### config.mk
export PLATFORM = sky130hd
export DESIGN_NAME = sync_fifo_flex
export DESIGN_NICKNAME = d
export VERILOG_FILES = /design/src/rtl/sync_fifo_flex.sv
export SDC_FILE = /design/constraint.sdc
export NUM_CORES = 1
export LEC_CHECK = 0
export CORE_MARGIN = 8
export CORE_UTILIZATION = 50
export DETAILED_ROUTE_END_ITERATION = 8
export PLACE_DENSITY = 0.71
export SYNTH_ARGS = -nofsm -noshare
export SYNTH_HDL_FRONTEND = slang
export SYNTH_SLANG_ARGS = --single-unit
### constraint.sdc
create_clock -name i_clk -period 8.25 [get_ports i_clk]
set_clock_uncertainty 0.05 [all_clocks]
set_input_delay 1.65 -clock i_clk [delete_from_list [all_inputs] [get_ports i_clk]]
set_output_delay 1.65 -clock i_clk [all_outputs]
set_load 0.01 [all_outputs]
### src/rtl/sync_fifo_flex.sv
// ---------------------------------------------------------------------------
// sync_fifo_flex -- single-clock FIFO with arbitrary depth, occupancy count,
// runtime almost-full/almost-empty thresholds, sticky overflow/underflow
// flags and a selectable read mode (show-ahead or registered read).
//
// Ports:
//   i_clk, i_rst_n     clock (rising edge), async active-low reset
//   i_flush            synchronous clear of all state
//   i_push, i_wdata    write request and data
//   i_pop              read request
//   i_afull_th         almost-full threshold  (o_afull  = count >= th)
//   i_aempty_th        almost-empty threshold (o_aempty = count <= th)
//   o_rdata, o_rvalid  read data and its valid
//   o_count            occupancy 0..DEPTH
//   o_full, o_empty    occupancy flags
//   o_afull, o_aempty  threshold flags (combinational on count)
//   o_overflow         sticky: a push was rejected
//   o_underflow        sticky: a pop was rejected
// ---------------------------------------------------------------------------
module sync_fifo_flex #(
    parameter int WIDTH = 16,
    parameter int DEPTH = 8,
    parameter bit FWFT  = 1'b1,
    localparam int CW   = $clog2(DEPTH + 1)
) (
    input  logic             i_clk,
    input  logic             i_rst_n,
    input  logic             i_flush,
    input  logic             i_push,
    input  logic [WIDTH-1:0] i_wdata,
    input  logic             i_pop,
    input  logic [CW-1:0]    i_afull_th,
    input  logic [CW-1:0]    i_aempty_th,
    output logic [WIDTH-1:0] o_rdata,
    output logic             o_rvalid,
    output logic [CW-1:0]    o_count,
    output logic             o_full,
    output logic             o_empty,
    output logic             o_afull,
    output logic             o_aempty,
    output logic             o_overflow,
    output logic             o_underflow
);

    localparam int            PW       = $clog2(DEPTH);
    localparam logic [CW-1:0] FULL_CNT = CW'(DEPTH);
    localparam logic [PW-1:0] LAST_IDX = PW'(DEPTH - 1);

    logic [WIDTH-1:0] mem [DEPTH];
    logic [PW-1:0]    wptr, rptr;
    logic [CW-1:0]    count;
    logic             ovf_q, udf_q;
    logic             pop_ok, push_ok;

    // Flags derive from count only; pointers never need an extra wrap bit.
    assign o_count  = count;
    assign o_full   = (count == FULL_CNT);
    assign o_empty  = (count == '0);
    assign o_afull  = (count >= i_afull_th);
    assign o_aempty = (count <= i_aempty_th);
    assign o_overflow  = ovf_q;
    assign o_underflow = udf_q;

    // A pop frees a slot in the same cycle, so a full FIFO can still take a push.
    assign pop_ok  = i_pop & ~o_empty;
    assign push_ok = i_push & (~o_full | pop_ok);

    always_ff @(posedge i_clk or negedge i_rst_n) begin
        if (!i_rst_n) begin
            wptr  <= '0;
            rptr  <= '0;
            count <= '0;
            ovf_q <= 1'b0;
            udf_q <= 1'b0;
        end else if (i_flush) begin
            wptr  <= '0;
            rptr  <= '0;
            count <= '0;
            ovf_q <= 1'b0;
            udf_q <= 1'b0;
        end else begin
            if (push_ok)
                wptr <= (wptr == LAST_IDX) ? '0 : wptr + 1'b1;
            if (pop_ok)
                rptr <= (rptr == LAST_IDX) ? '0 : rptr + 1'b1;
            case ({push_ok, pop_ok})
                2'b10:   count <= count + 1'b1;
                2'b01:   count <= count - 1'b1;
                default: count <= count;
            endcase
            if (i_push && !push_ok) ovf_q <= 1'b1;
            if (i_pop  && !pop_ok)  udf_q <= 1'b1;
        end
    end

    // Storage is not reset; writes are suppressed during flush.
    always_ff @(posedge i_clk) begin
        if (push_ok && !i_flush)
            mem[wptr] <= i_wdata;
    end

    generate
        if (FWFT) begin : g_fwft
            // Head word shown combinationally; zero when nothing is held.
            assign o_rvalid = ~o_empty;
            assign o_rdata  = o_empty ? '0 : mem[rptr];
        end else begin : g_reg
            logic [WIDTH-1:0] rdata_q;
            logic             rvalid_q;
            // mem[rptr] is sampled before this edge's write lands, so a
            // same-index push/pop returns the old word.
            always_ff @(posedge i_clk or negedge i_rst_n) begin
                if (!i_rst_n) begin
                    rdata_q  <= '0;
                    rvalid_q <= 1'b0;
                end else if (i_flush) begin
                    rdata_q  <= '0;
                    rvalid_q <= 1'b0;
                end else begin
                    rvalid_q <= pop_ok;
                    if (pop_ok)
                        rdata_q <= mem[rptr];
                end
            end
            assign o_rvalid = rvalid_q;
            assign o_rdata  = rdata_q;
        end
    endgenerate

endmodule

==> results.cfg <==
[run_status]
outcome = completed

[sta]
hold_violations = 0
worst_pin_slew_ns = 1.16
fin_crit_ns = 5.29
tns_ns = 0
rsz0062_at_grt = no
setup_viol = 0
fmax_mhz = 189
slew_viol_final = 0
relSlewSlack = 0.223
fin_crit_sh = 0.641

[routing]
viasPerCell = 5.67
wl_per_cell_um = 20.4
drt_pre_antenna_iters = 4
postRouteAntennaNets = 0
drc_errors = 0
drtIter0Drc = 144
wl_um = 10900
vias = 3035

[logic_synthesis]
syn_area_per_cell_um2 = 18.5
synth_edf_count = 128
synth_area_mm2 = 0.00581
syn_nets = 357
ys_types = 39
ys_dominant_reg_cell = edfxtp_1
ys_top_cells_by_area = edfxtp_1 (66%), mux4_2 (12%), dfrtp_1 (5.2%)
synthArstFlopShare = 0.0857
yosysSeqAreaShare = 0.713
synth_top_cell_by_area = edfxtp_1
synth_top_area_frac = 0.661
ys_warn_count = 0
synth-seq-cells = 140
syn-instance-count = 314

[die]
start_util = 0.511
fp.dieW_um = 124
dieArea_mm2 = 0.0153
coreArea_mm2 = 0.0114
dieHeight_um = 124
io_pins = 56
rows = 39

[final_layout]
design_area_mm2 = 0.00717
final_layout_size_suffix_gt1_frac = 0.207
diodes = 0
syn_to_final_growth_pct = 23.4
fill_cells = 839
final_nets = 422

[pwr]
p_leak_nw = 2.41
p_seq_frac = 0.396
p_per_area_mw_per_mm2 = 299
intPower_mw = 1.57
combPwrFrac = 0.252
switching_share = 0.266
finalPower_mw = 2.14
power.switching_mw = 0.570
peakVddDrop_mv = 0.183
clkPwrFrac = 0.351

[worst_setup_path]
arrival_ns = 3.59
crit_chain = clkdlybuf4s50_1, inv_1, ha_1, nor2b_1, o21a_1, o21a_1, o21ai_0, clkdlybuf4s50_1
path_buf_inv = 3
crit_fanout = 2
crit_path_start_kind = input pin
slowest_delay_ns = 0.56
cp_slowest_cell = clkdlybuf4s50_1
endpoint_kind = primary output
required_ns = 6.55
critPathTopFamily = buffers and inverters
path_class = input pin to primary output

[clocking]
clk_pin_slew_ns = 0.06
ctsRootBufferMaster = clkbuf_16
cts_tree = built
insertion_delay_ns = 0.41
clock_sinks = 140
clk_path_buf_depth = 2
h-tree-depth = 4
post_cts_buffers = 0
cts_buffers = 17
post_cts_hold_buffer_count = 0
cts_resized = 0

[placement]
dpl.hpwl_um = 6780
placed_cell_area_mm2 = 0.00657
portBuffers = 55
place.gp.congestion = 0.704

[job]
maxCapViolCount = 0

[hold_path]
hold_path_class = flip-flop to flip-flop

[global_route]
first_global_vias = 3193
grt_pass1_wl_um = 17100
antenna_found_initial = 0
grt_max_degree = 35
grt.total_usage = 0.154
overflow = 0
==> cells by family (layout without fill, tap and decap cells) <==
logic type               Yosys count  count (layout)  share of synthesized area
flip-flops                       140             140                      0.713
AND/OR/NAND/NOR                   61              61                     0.0519
multiplexers                      51              51                      0.157
buffers and inverters             25             103                     0.0177
AO/OA/AOI/OAI                     19              19                     0.0233
adder cells (fa/ha/maj)           14              14                     0.0314
XOR/XNOR                           4               4                    0.00603
==> routing by layer <==
metal | GRT usage | vias up | share of wire
met3 | 0.0413 | 17 | 0.045
met4 | 0.0692 | 0 | 0.020
met1 | 0.174 | 1571 | 0.40
li1 | - | 1383 | -
met5 | 0 | - | 0
met2 | 0.271 | 64 | 0.54
==> Yosys cell counts, types with 2 or more instances <==
library cell	count
or3_1	2
a21o_1	3
dfrtp_1	12
nand2b_1	3
inv_1	9
a21oi_1	6
nor3_1	4
nor2_1	29
ha_1	13
nand3b_1	2
buf_2	7
xor2_1	3
nand3_1	5
mux2i_1	19
nand2_1	6
o21a_1	2
buf_1	2
mux4_2	32
or3b_2	2
edfxtp_1	128
nor2b_1	2
clkbuf_1	6
==> placed cells by master, fill, tap and decap left out, types with 5 or more instances in the layout <==
master / instances
dfrtp_1: 10
clkbuf_16: 17
clkdlybuf4s50_1: 55
mux2i_1: 19
clkinvlp_4: 6
mux4_2: 32
a21oi_1: 6
nand3_1: 5
nand2_1: 6
buf_4: 6
edfxtp_1: 128
inv_1: 9
nor2_1: 29
ha_1: 13
==> power by group through the flow <==
stage | combinational, mW | clock (mW) | sequential [mW]
finish | 0.541 | 0.754 | 0.850
global route | 0.592 | 0.793 | 0.856
CTS | 0.559 | 0.765 | 0.852
detailed placement | 0.557 | 0 | 0.866
global placement | 0.544 | 0 | 0.866
floorplan | 0.353 | 0 | 0.835
==> stage by stage <==
step	std cells	setup WS, ns	util	hold slack (ns)
2_1_floorplan	314	3.84	-	0.478
3_3_place_gp	503	2.99	0.578	0.429
3_5_place_dp	503	2.95	0.578	0.447
4_1_cts	535	2.94	0.631	0.460
5_1_grt	535	2.89	0.631	0.486
6_report	535	2.96	0.631	0.465
==> final cells by class <==
| type | count | area [um2] | share of cell area |
|---|---|---|---|
| clock buffers | 18 | 429 | 0.0598 |
| clock inverters | 14 | 171 | 0.0239 |
| inverters | 10 | 37.5 | 0.00523 |
| multi-input cells | 149 | 1610 | 0.225 |
| flip-flops and latches | 140 | 4150 | 0.578 |
| well taps | 143 | 179 | 0.0250 |
| repair buffers | 61 | 596 | 0.0831 |
==> worst paths after layout <==
path                                         start                      end  slack (ns)  cells after the start
setup / recovery                    i_aempty_th[1]                 o_aempty        2.96                      8
hold / removal             o_underflow$_DFFE_PN0P_  o_underflow$_DFFE_PN0P_        0.47                      2
setup reg to reg            o_count[1]$_DFFE_PN0P_   o_count[3]$_DFFE_PN0P_        5.49                      8
hold reg to reg            o_underflow$_DFFE_PN0P_  o_underflow$_DFFE_PN0P_        0.47                      2
max in group asynchronous                  i_rst_n      rptr[0]$_DFFE_PN0P_        6.17                      1
min in group asynchronous                  i_rst_n      wptr[0]$_DFFE_PN0P_        1.56                      1
==> registers in the layout, indices dropped and copies added, names as in the netlist <==
name,flops
o_overflow,1
o_underflow,1
wptr,3
o_count,4
mem,128
rptr,3
==> worst register-to-register path: cells and delay by family (launching register included) <==
family / cells / cell delay (ns)
flip-flops: 1 / 0.50
adder cells (fa/ha/maj): 1 / 0.35
AND/OR/NAND/NOR: 4 / 1.25
AO/OA/AOI/OAI: 3 / 0.52
(Power assumes the default switching activity.)
